[config.mk]
export PLATFORM = sky130hd
export DESIGN_NAME = dmem_arbiter_flat
export DESIGN_NICKNAME = d
export VERILOG_FILES = /design/src/rtl/dmem_map_pkg.sv /design/src/rtl/dmem_arbiter_if.sv /design/src/rtl/dmem_arbiter_addr_decode.sv /design/src/rtl/dmem_arbiter.sv /design/src/flat_wrapper.sv
export SDC_FILE = /design/constraint.sdc
export NUM_CORES = 1
export LEC_CHECK = 0
export BUFFER_PORTS_ARGS = -buffer_cell sky130_fd_sc_hd__buf_2
export CORE_AREA = 2 2 135 137
export DETAILED_ROUTE_END_ITERATION = 16
export DIE_AREA = 0 0 137 139
export PLACE_DENSITY = 0.51
export SETUP_SLACK_MARGIN = 0.05
export SYNTH_ARGS = -nofsm -noshare
export SYNTH_HDL_FRONTEND = slang
export SYNTH_SLANG_ARGS = --single-unit
[constraint.sdc]
create_clock -name clk -period 1.9 [get_ports clk]
set_input_delay 0 -clock clk [delete_from_list [all_inputs] [get_ports clk]]
set_output_delay 0 -clock clk [all_outputs]
set_load 0.005 [all_outputs]
[src/rtl/dmem_map_pkg.sv]
// Shared data-memory map: window constants, decode regions and arbiter FSM states.
// Used by the arbiter, data memory, GPIO block and program loader.
package dmem_map_pkg;

  localparam logic [31:0] DMEM_START = 32'h0200_0000;
  localparam logic [31:0] GPIO_START = 32'h0200_0800;
  localparam logic [31:0] GPIO_END   = 32'h0200_081C;

  typedef enum logic [1:0] {
    DEC_DMEM,
    DEC_GPIO,
    DEC_ERR
  } dec_region_t;

  typedef enum logic {
    ST_IDLE,
    ST_LOCKED
  } arb_state_t;

endpackage

[src/rtl/dmem_arbiter_if.sv]
// One requester port of the data-memory arbiter: request/grant plus a one-cycle response.
interface dmem_arbiter_if #(
  parameter int ADDR_WIDTH = 32,
  parameter int DATA_WIDTH = 32
);

  logic                  req;
  logic                  we;
  logic [ADDR_WIDTH-1:0] addr;
  logic [DATA_WIDTH-1:0] wdata;
  logic                  gnt;
  logic                  rvalid;
  logic [DATA_WIDTH-1:0] rdata;
  logic                  err;

  modport master (
    output req, we, addr, wdata,
    input  gnt, rvalid, rdata, err
  );

  modport slave (
    input  req, we, addr, wdata,
    output gnt, rvalid, rdata, err
  );

endinterface

[src/rtl/dmem_arbiter_addr_decode.sv]
// Combinational byte-address decode into DMEM word index, GPIO register index or error.
module addr_decode
  import dmem_map_pkg::*;
#(
  parameter int ADDR_WIDTH = 32,
  parameter int MEM_SIZE   = 512
) (
  input  logic [ADDR_WIDTH-1:0]       addr,
  output dec_region_t                 region,
  output logic [$clog2(MEM_SIZE)-1:0] mem_idx,
  output logic [2:0]                  gpio_sel,
  output logic                        err
);

  localparam int IDX_W = $clog2(MEM_SIZE);
  localparam logic [ADDR_WIDTH-1:0] DMEM_LO = ADDR_WIDTH'(DMEM_START);
  localparam logic [ADDR_WIDTH-1:0] DMEM_HI = ADDR_WIDTH'(DMEM_START + 32'(MEM_SIZE * 4));
  localparam logic [ADDR_WIDTH-1:0] GPIO_LO = ADDR_WIDTH'(GPIO_START);
  localparam logic [ADDR_WIDTH-1:0] GPIO_HI = ADDR_WIDTH'(GPIO_END);

  logic in_dmem;
  logic in_gpio;
  logic aligned;

  assign in_dmem = (addr >= DMEM_LO) && (addr < DMEM_HI);
  assign in_gpio = (addr >= GPIO_LO) && (addr <= GPIO_HI);
  assign aligned = (addr[1:0] == 2'b00);

  // GPIO is checked first so it wins should the windows ever overlap.
  always_comb begin
    region = DEC_ERR;
    if (aligned) begin
      if (in_gpio) begin
        region = DEC_GPIO;
      end else if (in_dmem) begin
        region = DEC_DMEM;
      end
    end
  end

  assign mem_idx  = addr[IDX_W+1:2];
  assign gpio_sel = addr[4:2];
  assign err      = (region == DEC_ERR);

endmodule

[src/rtl/dmem_arbiter.sv]
// Round-robin arbiter sharing the DMEM port and GPIO window between the CPU (port 0)
// and the loader/debug path (port 1), with a bounded bus lock for loader bursts.
module dmem_arbiter
  import dmem_map_pkg::*;
#(
  parameter int ADDR_WIDTH = 32,
  parameter int DATA_WIDTH = 32,
  parameter int MEM_SIZE   = 512,
  parameter int LOCK_MAX   = 64
) (
  input  logic                        clk,
  input  logic                        rst,
  dmem_arbiter_if.slave               m0,
  dmem_arbiter_if.slave               m1,
  input  logic                        m1_lock,
  output logic                        mem_en,
  output logic                        mem_we,
  output logic [$clog2(MEM_SIZE)-1:0] mem_addr,
  output logic [DATA_WIDTH-1:0]       mem_wdata,
  input  logic [DATA_WIDTH-1:0]       mem_rdata,
  output logic                        gpio_en,
  output logic                        gpio_we,
  output logic [2:0]                  gpio_sel,
  output logic [DATA_WIDTH-1:0]       gpio_wdata,
  input  logic [DATA_WIDTH-1:0]       gpio_rdata,
  output logic                        lock_timeout
);

  localparam int IDX_W = $clog2(MEM_SIZE);
  localparam int CNT_W = $clog2(LOCK_MAX + 1);

  arb_state_t       state;
  logic [CNT_W-1:0] lock_cnt;
  logic             last_gnt;
  logic             timeout_q;

  logic                  gnt0;
  logic                  gnt1;
  logic                  any_gnt;
  logic [ADDR_WIDTH-1:0] sel_addr;
  logic                  sel_we;
  logic [DATA_WIDTH-1:0] sel_wdata;

  dec_region_t      region;
  logic [IDX_W-1:0] dec_idx;
  logic [2:0]       dec_sel;
  logic             dec_err;

  logic                  rsp_valid;
  logic                  rsp_port;
  logic                  rsp_we;
  logic                  rsp_err;
  logic                  rsp_gpio;
  logic                  rsp_live;
  logic [DATA_WIDTH-1:0] rsp_data;

  // Port 0 wins a tie when port 1 was granted last or right after a forced lock release.
  assign gnt0    = !rst && m0.req && (state == ST_IDLE) && (!m1.req || timeout_q || last_gnt);
  assign gnt1    = !rst && m1.req && !gnt0;
  assign any_gnt = gnt0 || gnt1;

  assign sel_addr  = gnt1 ? m1.addr  : m0.addr;
  assign sel_we    = gnt1 ? m1.we    : m0.we;
  assign sel_wdata = gnt1 ? m1.wdata : m0.wdata;

  addr_decode #(
    .ADDR_WIDTH (ADDR_WIDTH),
    .MEM_SIZE   (MEM_SIZE)
  ) u_decode (
    .addr     (sel_addr),
    .region   (region),
    .mem_idx  (dec_idx),
    .gpio_sel (dec_sel),
    .err      (dec_err)
  );

  assign mem_en     = any_gnt && (region == DEC_DMEM);
  assign mem_we     = mem_en && sel_we;
  assign mem_addr   = mem_en ? dec_idx : '0;
  assign mem_wdata  = mem_we ? sel_wdata : '0;
  assign gpio_en    = any_gnt && (region == DEC_GPIO);
  assign gpio_we    = gpio_en && sel_we;
  assign gpio_sel   = gpio_en ? dec_sel : '0;
  assign gpio_wdata = gpio_we ? sel_wdata : '0;

  // A voluntary release takes precedence over the timeout so lock_timeout only flags forced releases.
  always_ff @(posedge clk) begin
    if (rst) begin
      state     <= ST_IDLE;
      lock_cnt  <= '0;
      last_gnt  <= 1'b1;
      timeout_q <= 1'b0;
    end else begin
      timeout_q <= 1'b0;
      if (any_gnt) begin
        last_gnt <= gnt1;
      end
      case (state)
        ST_IDLE: begin
          if (gnt1 && m1_lock) begin
            state    <= ST_LOCKED;
            lock_cnt <= '0;
          end
        end
        ST_LOCKED: begin
          lock_cnt <= lock_cnt + 1'b1;
          if (!m1_lock && (gnt1 || !m1.req)) begin
            state <= ST_IDLE;
          end else if (lock_cnt == CNT_W'(LOCK_MAX - 1)) begin
            state     <= ST_IDLE;
            timeout_q <= 1'b1;
          end
        end
        default: state <= ST_IDLE;
      endcase
    end
  end

  always_ff @(posedge clk) begin
    if (rst) begin
      rsp_valid <= 1'b0;
      rsp_port  <= 1'b0;
      rsp_we    <= 1'b0;
      rsp_err   <= 1'b0;
      rsp_gpio  <= 1'b0;
    end else begin
      rsp_valid <= any_gnt;
      rsp_port  <= gnt1;
      rsp_we    <= sel_we;
      rsp_err   <= dec_err;
      rsp_gpio  <= (region == DEC_GPIO);
    end
  end

  // Read data arrives from the memory/GPIO the cycle after the strobe, steered by the registered decode.
  assign rsp_live = rsp_valid && !rst;
  assign rsp_data = (rsp_live && !rsp_we && !rsp_err) ? (rsp_gpio ? gpio_rdata : mem_rdata) : '0;

  assign m0.gnt    = gnt0;
  assign m0.rvalid = rsp_live && !rsp_port;
  assign m0.err    = rsp_live && !rsp_port && rsp_err;
  assign m0.rdata  = !rsp_port ? rsp_data : '0;

  assign m1.gnt    = gnt1;
  assign m1.rvalid = rsp_live && rsp_port;
  assign m1.err    = rsp_live && rsp_port && rsp_err;
  assign m1.rdata  = rsp_port ? rsp_data : '0;

  assign lock_timeout = timeout_q && !rst;

endmodule

[src/flat_wrapper.sv]
// flat-port wrapper written by rule: the top's interface ports become plain ports
module dmem_arbiter_flat import dmem_map_pkg::*;
#(
  parameter int ADDR_WIDTH = 32,
  parameter int DATA_WIDTH = 32,
  parameter int MEM_SIZE   = 512,
  parameter int LOCK_MAX   = 64
)
  (clk, rst, m1_lock, mem_en, mem_we, mem_addr, mem_wdata, mem_rdata, gpio_en, gpio_we, gpio_sel, gpio_wdata, gpio_rdata, lock_timeout, m0_req, m0_we, m0_addr, m0_wdata, m0_gnt, m0_rvalid, m0_rdata, m0_err, m1_req, m1_we, m1_addr, m1_wdata, m1_gnt, m1_rvalid, m1_rdata, m1_err);
  dmem_arbiter_if #(.ADDR_WIDTH(ADDR_WIDTH), .DATA_WIDTH(DATA_WIDTH)) m0_i ();
  dmem_arbiter_if #(.ADDR_WIDTH(ADDR_WIDTH), .DATA_WIDTH(DATA_WIDTH)) m1_i ();
  input  logic clk;
  input  logic rst;
  input  logic m1_lock;
  output logic mem_en;
  output logic mem_we;
  output logic [$clog2(MEM_SIZE)-1:0] mem_addr;
  output logic [DATA_WIDTH-1:0] mem_wdata;
  input  logic [DATA_WIDTH-1:0] mem_rdata;
  output logic gpio_en;
  output logic gpio_we;
  output logic [2:0] gpio_sel;
  output logic [DATA_WIDTH-1:0] gpio_wdata;
  input  logic [DATA_WIDTH-1:0] gpio_rdata;
  output logic lock_timeout;
  input wire logic [$bits(m0_i.req)-1:0] m0_req;
  input wire logic [$bits(m0_i.we)-1:0] m0_we;
  input wire logic [$bits(m0_i.addr)-1:0] m0_addr;
  input wire logic [$bits(m0_i.wdata)-1:0] m0_wdata;
  output wire logic [$bits(m0_i.gnt)-1:0] m0_gnt;
  output wire logic [$bits(m0_i.rvalid)-1:0] m0_rvalid;
  output wire logic [$bits(m0_i.rdata)-1:0] m0_rdata;
  output wire logic [$bits(m0_i.err)-1:0] m0_err;
  input wire logic [$bits(m1_i.req)-1:0] m1_req;
  input wire logic [$bits(m1_i.we)-1:0] m1_we;
  input wire logic [$bits(m1_i.addr)-1:0] m1_addr;
  input wire logic [$bits(m1_i.wdata)-1:0] m1_wdata;
  output wire logic [$bits(m1_i.gnt)-1:0] m1_gnt;
  output wire logic [$bits(m1_i.rvalid)-1:0] m1_rvalid;
  output wire logic [$bits(m1_i.rdata)-1:0] m1_rdata;
  output wire logic [$bits(m1_i.err)-1:0] m1_err;
  assign m0_i.req = m0_req;
  assign m0_i.we = m0_we;
  assign m0_i.addr = m0_addr;
  assign m0_i.wdata = m0_wdata;
  assign m0_gnt = m0_i.gnt;
  assign m0_rvalid = m0_i.rvalid;
  assign m0_rdata = m0_i.rdata;
  assign m0_err = m0_i.err;
  assign m1_i.req = m1_req;
  assign m1_i.we = m1_we;
  assign m1_i.addr = m1_addr;
  assign m1_i.wdata = m1_wdata;
  assign m1_gnt = m1_i.gnt;
  assign m1_rvalid = m1_i.rvalid;
  assign m1_rdata = m1_i.rdata;
  assign m1_err = m1_i.err;
  dmem_arbiter #(.ADDR_WIDTH(ADDR_WIDTH), .DATA_WIDTH(DATA_WIDTH), .MEM_SIZE(MEM_SIZE), .LOCK_MAX(LOCK_MAX)) u_core (.clk(clk), .rst(rst), .m0(m0_i), .m1(m1_i), .m1_lock(m1_lock), .mem_en(mem_en), .mem_we(mem_we), .mem_addr(mem_addr), .mem_wdata(mem_wdata), .mem_rdata(mem_rdata), .gpio_en(gpio_en), .gpio_we(gpio_we), .gpio_sel(gpio_sel), .gpio_wdata(gpio_wdata), .gpio_rdata(gpio_rdata), .lock_timeout(lock_timeout));
endmodule
==> results of run 1 <==
==> kinds of logic after synthesis <==
logic type               after synthesis  synth area share (%)
AO/OA/AOI/OAI                         28                 7.842
XOR/XNOR                               4                 1.292
adder cells (fa/ha/maj)                1                0.4612
buffers and inverters                 34                 6.734
flip-flops                            15                 11.07
multiplexers                          77                 28.78
AND/OR/NAND/NOR                      219                 43.82
==> routing by layer <==
| layer | up-vias | wire length (um) | GRT usage (%) | part of all wire [%] |
|---|---|---|---|---|
| li1 | 2135 | - | - | - |
| met2 | 222 | 6859 | 24.72 | 50 |
| met4 | 0 | 176 | 2.713 | 1.3 |
| met1 | 1880 | 5494 | 15.20 | 40 |
| met3 | 15 | 1176 | 1.499 | 8.6 |
| met5 | - | 0 | 0 | 0 |
==> through the flow <==
stage,utilization (%),hold WS (ns)
after floorplan,-,0.07543
after global placement,31.02,0.3112
after detailed placement,31.02,0.3074
after CTS,32.06,0.08253
after global routing,32.75,0.1105
final,32.75,0.09085
==> registers in the layout (all words and copies together), names as in the netlist <==
signal and cells:
u_core.state 1, u_core.rsp_valid 1, u_core.rsp_err 1, u_core.rsp_gpio 1, u_core.timeout_q 1, u_core.lock_cnt 7, u_core.rsp_we 1, u_core.last_gnt 1
u_core.rsp_port 1
==> final cells by class <==
type | instances | area share, %
tap | 229 | 4.956
multi-input combinational | 329 | 44.60
sequential | 15 | 5.259
clock buffer | 3 | 1.298
timing repair buffer | 426 | 43.48
clock inverter | 1 | 0.08656
inverter | 5 | 0.3246
==> worst reg2reg max path, delay by kind of cell, from the launching register on <==
kind                   cells  cell delay [ns]
buffers and inverters      4             0.57
flip-flops                 1             0.31
AO/OA/AOI/OAI              3             0.44
AND/OR/NAND/NOR            2             0.29
multiplexers               1             0.25
==> how the worst max path moves through the flow <==
stage | end | startpoint | slack, ns | depth (start not counted)
detailed placement | gpio_wdata[2] | u_core.state | -0.26 | 9
finish | gpio_wdata[5] | u_core.state | -0.40 | 10
floorplan | gpio_sel[2] | u_core.state | -0.09 | 7
CTS | mem_wdata[3] | u_core.state | -0.43 | 11
global route | gpio_wdata[5] | u_core.state | -0.53 | 10
global placement | gpio_wdata[31] | u_core.state | -0.24 | 9
==> power by group through the flow <==
stage	Sequential [mW]	Combinational [mW]	Clock, mW
floorplan	0.335	0.242	0
global placement	0.337	0.614	0
detailed placement	0.337	0.617	0
CTS	0.331	0.635	0.419
global route	0.333	0.706	0.437
finish	0.332	0.643	0.415
==> what timing repair did <==
action	4_1_cts	5_1_grt
pin swaps	5	3
hold endpoints to repair	0	0
resized for setup	18	25
buffers inserted	2	3
gates cloned	1	0
setup endpoints to repair	82	82
==> cell usage in the layout (no fill, tap or decap), drive strengths merged, types with 6 or more instances in the layout <==
master and instances:
mux2i 72, nor4 10, dfxtp 15, nand2 23
nand3 6, nor2 114, a21oi 12, buf 426
nor3 39
==> metrics.yaml, run 1 <==
finish:
  nFillCells: 1897
  final_cell_count_no_fill: 1008
  antenna_cells: 0
  final_cell_area_um2: 5782
  register_area_um2: 304.0
  multi_input_area_um2: 2579
  areaGrowthSynthToFinish_pct: 113.1
  drive_above_1_share_pct: 68.68
  fin_nets: 980
logic_synthesis:
  yosysWarnings: 0
  synth_most_common_cell: "nor2_1"
  synth_area_um2: 2713
  syn_area_per_cell_um2: 7.176
  synth.top_cell.area_share_pct: 26.57
  synthFlopType: "dfxtp_1"
  ys_seq_area_share_pct: 11.07
  synth-seq-cells: 15
  synth-edff-count: 0
  synthCells: 378
  synth.net_count: 578
  yosys-top-cells-count: "nor2_1 (113), mux2i_1 (72), nor3_2 (29)"
  netlist.top_cell.by_area: "mux2i_1"
  yosys-top-cells-area: "mux2i_1 (27%), nor2_1 (16%), dfxtp_1 (11%)"
  synth-async-reset-ratio_pct: 0
  synth.distinct_cells: 47
sta:
  min_period_ns: 2.296
  worstMarginPinSlew_ns: 0.4263
  fmax_mhz: 435.5
  post-route-period-util_pct: 120.8
  maxSlewViolCount: 0
  rsz0062_at_grt: "true"
  clock_skew_ns: 0.004930
  final_hold_viol_count: 0
  setup_viol: 81
  slew_headroom_pct: 70.77
  fin_tns_setup_ns: -27.67
  worst_slack_ns: -0.3960
clocking:
  numCtsBuffers: 3
  clockRootBuffer: "clkbuf_16"
  hold_buffers: 0
  clock_path_buffers: 2
  cts_tree: "done"
  insertion_delay_ns: 0.25
  cts.sinks: 15
  cts.htree.levels: 1
  path_clk_slew_ns: 0.05
pwr:
  leakage_nw: 3.229
  p_sw_uw: 437.7
  fin_total_pwr_mw: 1.390
  seq_power_share_pct: 23.9
  swShare_pct: 31.48
  ir_drop_mv: 0.1808
  power.density_nw_per_um2: 240.5
  pwr-share-clk_pct: 29.8
  p_comb_share_pct: 46.3
  p_int_uw: 952.7
die:
  start_util_pct: 15.36
  dieArea_um2: 19040
  num_rows: 49
  die_width_um: 137
  core_um2: 17660
  boundaryPins: 350
  die_y_um: 139
critical_path:
  r2r-end: "u_core.rsp_gpio"
  crit_path_top_delay_cell: "mux2_4"
  path_cells: "nand2b_4 -> o21ai_4 -> buf_12 -> buf_8 -> mux2_4 -> nor4_4 -> o211ai_4 -> buf_12 -> nor3_4 -> buf_2"
  r2r_slack_ns: -0.05
  critical_path_buf_inv_count: 4
  startpoint_type: "flop"
  cpMostUsedCell: "buf_12"
  required_ns: 1.90
  critPathMaxStageDelay_ns: 0.33
  worstPathMaxFanout: 33
  crit_family: "buffers and inverters"
  cp.arrival_ns: 2.30
  criticalPathCategory: "reg -> out"
  worstReg2RegStart: "u_core.state"
  reg2reg_depth: 10
  cp-end-kind: "output port"
placement:
  place.gp.congestion: 0.7919
  dpl.cell_count: 998
  placed_cell_area_um2: 5477
  dp_slack_ns: -0.2628
  io_buffers: 349
  dp_hpwl_um: 11710
global_route:
  grt_max_degree: 34
  grt_remaining_overflow: 0
  grt_pass1_wl_um: 19970
  grt_usage_pct: 12.95
  grt_antenna_before_repair: 1
  grt_pass1_vias: 4068
detailed_routing:
  vias_per_cell: 4.218
  vias: 4252
  drt_iter0_drc: 90
  drcViolationCount: 0
  post_drt_wl_per_cell_um: 13.60
  wl_um: 13710
  ant_nets: 0
  first_pass_iters: 4
status:
  violations: "setup timing"
  status: "complete, but fails checks"
min_path:
  hold_path.startpoint: "m1_lock"
  holdPathEnd: "u_core.lock_cnt[1]"
  whs_path_depth: 4
  min_path_type: "in -> reg"
flow_run:
  maxCapViolations: 0
Power figures use the tool's default switching activity.
==> inputs of run 2 (changes only) <==
--- a/config.mk
+++ b/config.mk
@@ -6,10 +6,10 @@
 export NUM_CORES = 1
 export LEC_CHECK = 0
 export BUFFER_PORTS_ARGS = -buffer_cell sky130_fd_sc_hd__buf_2
-export CORE_AREA = 2 2 135 137
+export CORE_AREA = 2 2 137 139
 export DETAILED_ROUTE_END_ITERATION = 16
-export DIE_AREA = 0 0 137 139
-export PLACE_DENSITY = 0.51
+export DIE_AREA = 0 0 139 141
+export PLACE_DENSITY = 0.48
 export SETUP_SLACK_MARGIN = 0.05
 export SYNTH_ARGS = -nofsm -noshare
 export SYNTH_HDL_FRONTEND = slang
==> constraint.sdc (replaced) <==
create_clock -name clk -period 2.97 [get_ports clk]
set_input_delay 0 -clock clk [delete_from_list [all_inputs] [get_ports clk]]
set_output_delay 0 -clock clk [all_outputs]
set_load 0.005 [all_outputs]
==> run 2 against run 1 <==
The flow now finishes without violations. Critical path depth did not move. First-iteration DRC count fell by 14%. Cell count fell by 6.1%. Clock-buffer cell count did not move. Non-clock buffer count fell by 66. Clock power fell by 36%. Global-route usage rose by 1.6 points. Worst setup slack improved by 0.66 ns. Hold slack got worse by 0.042 ns. Sequential power fell by 36%. Combinational power fell by 49%. Critical path type unchanged.
==> metrics.yaml, run 2 (synthesis gave the netlist of run 1 again) <==
status:
  status: "complete, no violations"
detailed_routing:
  ant_nets: 0  # unchanged
  drcViolationCount: 0  # unchanged
  drt_iter0_drc: 77  # -14%
  post_drt_wl_per_cell_um: 16.53  # +22%
  wl_um: 15660  # +14%
  vias_per_cell: 4.223  # +0.11%
  vias: 3999  # -6.0%
  first_pass_iters: 5  # +1
global_route:
  grt_usage_pct: 14.58  # +1.6 points
  grt_antenna_before_repair: 0  # -1
  grt_remaining_overflow: 0  # unchanged
  grt_pass1_vias: 3845  # -5.5%
  grt_max_degree: 39  # +15%
  grt_pass1_wl_um: 22330  # +12%
clocking:
  numCtsBuffers: 3  # unchanged
  cts.sinks: 15  # unchanged
  cts.htree.levels: 1  # unchanged
  insertion_delay_ns: 0.25  # about the same
  path_clk_slew_ns: 0.05  # about the same
  clockRootBuffer: "clkbuf_16"
  postCtsSetupRepairBufs: 0  # -2
  cts_tree: "done"
  clock_path_buffers: 2  # unchanged
sta:
  post-route-period-util_pct: 91.19
  fmax_mhz: 369.2
  clock_skew_ns: 0.001447  # -0.003483 ns
  maxSlewViolCount: 0  # unchanged
  min_period_ns: 2.708
  rsz0062_at_grt: "false"
  fin_tns_setup_ns: 0  # +27.67 ns
  setup_viol: 0  # -100%
  final_hold_viol_count: 0  # unchanged
  fin_hold_ws_ns: 0.04845  # -0.04241 ns
  slew_headroom_pct: 27.99  # -43 points
  worstMarginPinSlew_ns: 1.077  # +0.6511 ns
finish:
  mostFrequentLayoutCell: "buf_2"
  final_cell_count_no_fill: 947  # -6.1%
  fin_nets: 914  # -6.7%
  largest_reg_flops: 7  # unchanged
  antenna_cells: 0  # unchanged
  utilization_pct: 26.14  # -6.6 points
  areaGrowthSynthToFinish_pct: 76.06
  layout_common_cells: "buf_2 (349), nor2_1 (113), mux2i_1 (72)"
  top_register: "u_core.lock_cnt"
  drive_above_1_share_pct: 57.92  # -11 points
critical_path:
  crit_path_top_delay_cell: "dfxtp_1"
  criticalPathCategory: "reg -> out"
  worstPathMaxFanout: 33  # unchanged
  startpoint_type: "flop"
  cp-end-kind: "output port"
  critPathMaxStageDelay_ns: 0.40  # +0.07 ns
  cp.arrival_ns: 2.71  # +0.41 ns
  required_ns: 2.97  # +1.07 ns
  path_cells: "nand2b_4 -> o21ai_4 -> buf_4 -> buf_8 -> a31oi_1 -> o221a_4 -> o211ai_4 -> buf_6 -> nor3_1 -> buf_2"
placement:
  dp_hpwl_um: 13990  # +19%
  place.gp.congestion: 0.7944  # +0.32%
  dpl.cell_count: 943  # -5.5%
  io_buffers: 349  # unchanged
die:
  core_um2: 18270  # +3.5%
  boundaryPins: 350  # unchanged
  num_rows: 50  # +2.0%
  die_width_um: 139  # +1.5%
  die_y_um: 141  # +1.4%
  start_util_pct: 14.85  # -0.51 points
  dieArea_um2: 19600  # +2.9%
pwr:
  ir_drop_mv: 0.1503  # -17%
  fin_total_pwr_uw: 806.1  # -42%
  leakage_nw: 2.818  # -13%
  power.density_nw_per_um2: 168.8  # -30%
flow_run:
  maxCapViolations: 0  # unchanged
min_path:
  min_path_type: "in -> reg"
run 2: cell count changes in the layout (fill, tap and decap cells not counted), moves of 7 or more:
cell     change
a21oi_1      +7
a21oi_2      -7
buf_12      -11
buf_4       -51
buf_6        -8
nor2_1      +34
nor2_4      -28
run 2: cell type report:
class	instances	area, um2
fillers	2067	13490
multi-input cells	329	2242
repair buffers	360	1841
flip-flops and latches	15	301.5
well taps	234	292.8
clock buffers	3	75.07
inverters	5	18.77
clock inverters	1	5.005
run 2: per-layer routing:
| metal | vias up | wire [um] | track usage, % |
|---|---|---|---|
| met4 | 0 | 59 | 1.435 |
| met2 | 219 | 8103 | 27.79 |
| met1 | 1777 | 6542 | 18.17 |
| met3 | 5 | 951 | 1.732 |
| li1 | 1998 | - | - |
| met5 | - | 0 | 0 |
run 2: per-stage QoR:
step | setup WS (ns) | cell area (um2)
detailed placement | 0.1945 | 4673
floorplan | 0.8864 | 2713
finish | 0.2616 | 4776
global route | 0.09402 | 4776
CTS | 0.05611 | 4762
global placement | 0.1973 | 4673
run 2: worst max-delay path, delay by kind of cell, from the launching register on:
kind,cells,cell delay (ns)
buffers and inverters,4,0.98
AOI/OAI and AO/OA,4,0.79
DFF,1,0.40
and+or+nand+nor,2,0.27
run 2: timing repair:
item | in CTS | in global routing
gates cloned | 0 | 0
resized for setup | 2 | 4
hold buffers | 0 | 0
endpoints found under the setup margin | 27 | 28
run 2: final timing paths:
kind,from,to,slack [ns],cells past startpoint
max reg2reg,u_core.state,u_core.rsp_err,0.73,8
min,m1_req,u_core.last_gnt,0.05,3
max,u_core.state,gpio_wdata[0],0.26,10
min reg2reg,u_core.lock_cnt[6],u_core.timeout_q,0.46,1
run 2: where the power goes:
group          internal, mW  switching, mW  total, mW
logic                 0.162          0.164      0.326
registers             0.208        0.00522      0.213
clock network         0.180         0.0872      0.267
==> inputs of run 3 (changes only) <==
--- a/config.mk
+++ b/config.mk
@@ -5,12 +5,13 @@
 export SDC_FILE = /design/constraint.sdc
 export NUM_CORES = 1
 export LEC_CHECK = 0
-export BUFFER_PORTS_ARGS = -buffer_cell sky130_fd_sc_hd__buf_2
 export CORE_AREA = 2 2 137 139
 export DETAILED_ROUTE_END_ITERATION = 16
 export DIE_AREA = 0 0 139 141
-export PLACE_DENSITY = 0.48
+export DONT_BUFFER_PORTS = 1
+export PLACE_DENSITY = 0.35
 export SETUP_SLACK_MARGIN = 0.05
 export SYNTH_ARGS = -nofsm -noshare
 export SYNTH_HDL_FRONTEND = slang
+export SYNTH_HIERARCHICAL = 1
 export SYNTH_SLANG_ARGS = --single-unit
==> run 3 against run 2 <==
The flow now finishes with violations (setup timing). Cell count decreased by 14%. Critical path depth rose by 8. Area after synthesis grew 21%. Die area unchanged. First-iteration DRC count rose to 5.9 times the previous value. Non-clock buffer count is 292 lower. Total power fell by 9.4%. Routed wire length increased by 7.7%. Core utilization is 0.71 points lower. Worst setup slack worse by 0.62 ns. Hold slack worse by 0.013 ns. Flip-flop and latch count unchanged. Critical path type unchanged. Critical endpoint is now gpio_wdata[4]. Largest power group is now the clock network.
==> metrics.yaml, run 3 <==
critical_path:
  worstPathMaxFanout: 8  # -76%
  cp.arrival_ns: 3.33  # +0.62 ns
  startpoint_type: "flop"
  cp-end-kind: "output port"
  worstSetupStartpoint: "u_core/state"
  r2r-end: "u_core/rsp_gpio"
  r2r_slack_ns: -0.03  # -0.76 ns
  reg2reg_depth: 18  # +10
  required_ns: 2.97  # about the same
  worstReg2RegStart: "u_core/state"
  endpoint: "gpio_wdata[4]"
  criticalPathCategory: "reg -> out"
logic_synthesis:
  ys_seq_area_share_pct: 9.164  # -1.9 points
  synth.net_count: 780  # +35%
  synth-edff-count: 0  # unchanged
  synth_area_um2: 3277  # +21%
  yosysWarnings: 6  # +6
  netlist.top_cell.by_area: "nand3_1"
  yosys-top-cells-area: "nand3_1 (21%), nand2_1 (12%), a21oi_1 (11%)"
  synth-async-reset-ratio_pct: 0  # unchanged
  synth.distinct_cells: 44  # -6.4%
  synth.top_cell.area_share_pct: 20.62  # -5.9 points
  synth-seq-cells: 15  # unchanged
  yosys-top-cells-count: "nand3_1 (135), nand2_1 (109), nor2_1 (78)"
  synth_most_common_cell: "nand3_1"
  synthCells: 580  # +53%
  synthFlopType: "dfxtp_1"
  syn_area_per_cell_um2: 5.650  # -21%
pwr:
  ir_drop_mv: 0.1437  # -4.4%
  leakage_nw: 1.419  # -50%
  power.density_nw_per_um2: 157.3  # -6.8%
  fin_total_pwr_uw: 730.7  # -9.4%
sta:
  rsz0062_at_grt: "true"
  fin_tns_setup_ns: -24.03  # -24.03 ns
  worstMarginPinSlew_ns: 1.133  # +0.05520 ns
  worst_slack_ns: -0.3612  # -0.6228 ns
  fmax_mhz: 300.2  # -19%
  final_hold_viol_count: 0  # unchanged
  min_period_ns: 3.331  # +0.6228 ns
  setup_viol: 81  # +81
  clock_skew_ns: 0.001291  # -0.0001557 ns
  post-route-period-util_pct: 112.2  # +21 points
  maxSlewViolCount: 0  # unchanged
  slew_headroom_pct: 24.31  # -3.7 points
global_route:
  grt_pass1_wl_um: 23650  # +5.9%
  grt_usage_pct: 15.21  # +0.62 points
  grt_pass1_vias: 4066  # +5.7%
  grt_remaining_overflow: 0  # unchanged
  grt_max_degree: 67  # +72%
  grt_antenna_before_repair: 1  # +1
detailed_routing:
  vias: 4309  # +7.8%
  vias_per_cell: 5.261  # +25%
  ant_nets: 0  # unchanged
  drt_iter0_drc: 457  # +490%
  post_drt_wl_per_cell_um: 20.59  # +25%
  drcViolationCount: 0  # unchanged
  first_pass_iters: 5  # unchanged
  wl_um: 16860  # +7.7%
finish:
  mostFrequentLayoutCell: "nand3_1"
  layout_common_cells: "nand3_1 (117), nand2_1 (104), nor2_1 (74)"
  areaGrowthSynthToFinish_pct: 41.77
  largest_reg_flops: 7  # unchanged
  drive_above_1_share_pct: 34.08  # -24 points
  top_register: "u_core/lock_cnt"
  final_cell_area_um2: 4646  # -2.7%
  fin_nets: 785  # -14%
  utilization_pct: 25.43  # -0.71 points
min_path:
  min_path_type: "in -> out"
  hold_path.startpoint: "rst"
  whs_path_depth: 1  # -2
clocking:
  insertion_delay_ns: 0.24  # about the same
  path_clk_slew_ns: 0.05  # about the same
  numCtsBuffers: 3  # unchanged
  cts.htree.levels: 1  # unchanged
  clockRootBuffer: "clkbuf_16"
  clock_path_buffers: 2  # unchanged
  cts_tree: "done"
  cts.sinks: 15  # unchanged
status:
  violations: "setup timing"
  status: "complete, but fails checks"
die:
  core_um2: 18270  # unchanged
  num_rows: 50  # unchanged
  die_width_um: 139  # unchanged
  start_util_pct: 17.94  # +3.1 points
  die_y_um: 141  # unchanged
  boundaryPins: 350  # unchanged
  dieArea_um2: 19600  # unchanged
placement:
  dp_hpwl_um: 12330  # -12%
  io_buffers: 0  # -100%
  placed_cell_area_um2: 3603  # -23%
  place.gp.congestion: 0.8860  # +12%
  dp_slack_ns: -0.4503  # -0.6448 ns
flow_run:
  maxCapViolations: 0  # unchanged
run 3: changes by cell type in the layout (fill, tap and decap cells not counted), moves of 10 or more:
cell / delta
nand3_1: +111
a21oi_2: +64
buf_2: -349
nor3_2: -29
buf_4: +24
buf_6: +10
nand2_1: +81
and2_4: +14
nor2_1: -39
mux2i_1: -40
buf_12: +13
nand3_2: +14
run 3: cells by family (layout without fill, tap and decap cells):
family | count (synthesis) | after routing | share of synthesized area [%]
buffers and inverters | 75 | 79 | 12.98
multiplexers | 32 | 32 | 9.775
XOR/XNOR | 2 | 2 | 0.5347
AND/OR/NAND/NOR | 369 | 369 | 51.85
other | 0 | 1 | 0
AO/OA/AOI/OAI | 86 | 86 | 15.31
adder cells (fa/ha/maj) | 1 | 1 | 0.3818
flip-flops | 15 | 15 | 9.164
run 3: repair_timing:
item / CTS / global route
pin swaps: 34 / 38
gates cloned: 9 / 2
hold endpoints to repair: 13 / 0
setup endpoints to repair: 81 / 81
hold buffers: 5 / 0
buffers inserted: 19 / 1
resized for setup: 98 / 43
run 3: critical path, stage by stage, from the launching register on:
cell,delay (ns)
dfxtp_2,0.31
nand2b_4,0.14
o21ai_4,0.21
buf_6,0.15
buf_12,0.11
clkinv_8,0.06
nand2_4,0.06
nand2_2,0.05
nor4_4,0.30
nand3_2,0.13
or3_4,0.36
nor3_4,0.18
o22ai_4,0.13
nor2b_4,0.12
and2_4,0.20
buf_12,0.13
buf_16,0.14
nand3_2,0.09
a21oi_2,0.21
run 3: metal layers:
layer,vias to the layer above,part of all wire [%],global-route usage (%)
met5,-,0,0
met4,0,1.9,3.721
met3,22,7.8,1.325
met2,293,52,28.57
met1,2015,39,18.70
li1,1979,-,-
run 3: final cells by class:
| class | instances | area, um2 |
|---|---|---|
| Antenna cell | 1 | 2.502 |
| Sequential cell | 15 | 305.3 |
| Fill cell | 2026 | 13620 |
| Clock buffer | 3 | 75.07 |
| Multi-Input combinational cell | 490 | 3082 |
| Timing Repair Buffer | 68 | 834.6 |
| Tap cell | 234 | 292.8 |
| Inverter | 5 | 23.77 |
| Timing Repair inverter | 2 | 25.02 |
| Clock inverter | 1 | 5.005 |
run 3: where the power goes:
part | total (mW) | internal (mW) | switching (mW)
Combinational | 0.259 | 0.0897 | 0.169
Sequential | 0.210 | 0.207 | 0.00356
Clock | 0.261 | 0.180 | 0.0817
run 3: stage by stage:
step | hold slack [ns] | cells
floorplan | 0.05786 | 580
global placement | 0.03474 | 782
detailed placement | 0.03521 | 782
CTS | 0.03708 | 819
global route | 0.03981 | 819
finish | 0.03509 | 819
run 3: how the worst min path moves through the flow:
stage / to / slack [ns]
after global placement: m0_gnt / 0.03
after CTS: lock_timeout / 0.04
after detailed placement: m0_gnt / 0.04
after floorplan: m0_gnt / 0.06
final: lock_timeout / 0.04
after global routing: lock_timeout / 0.04
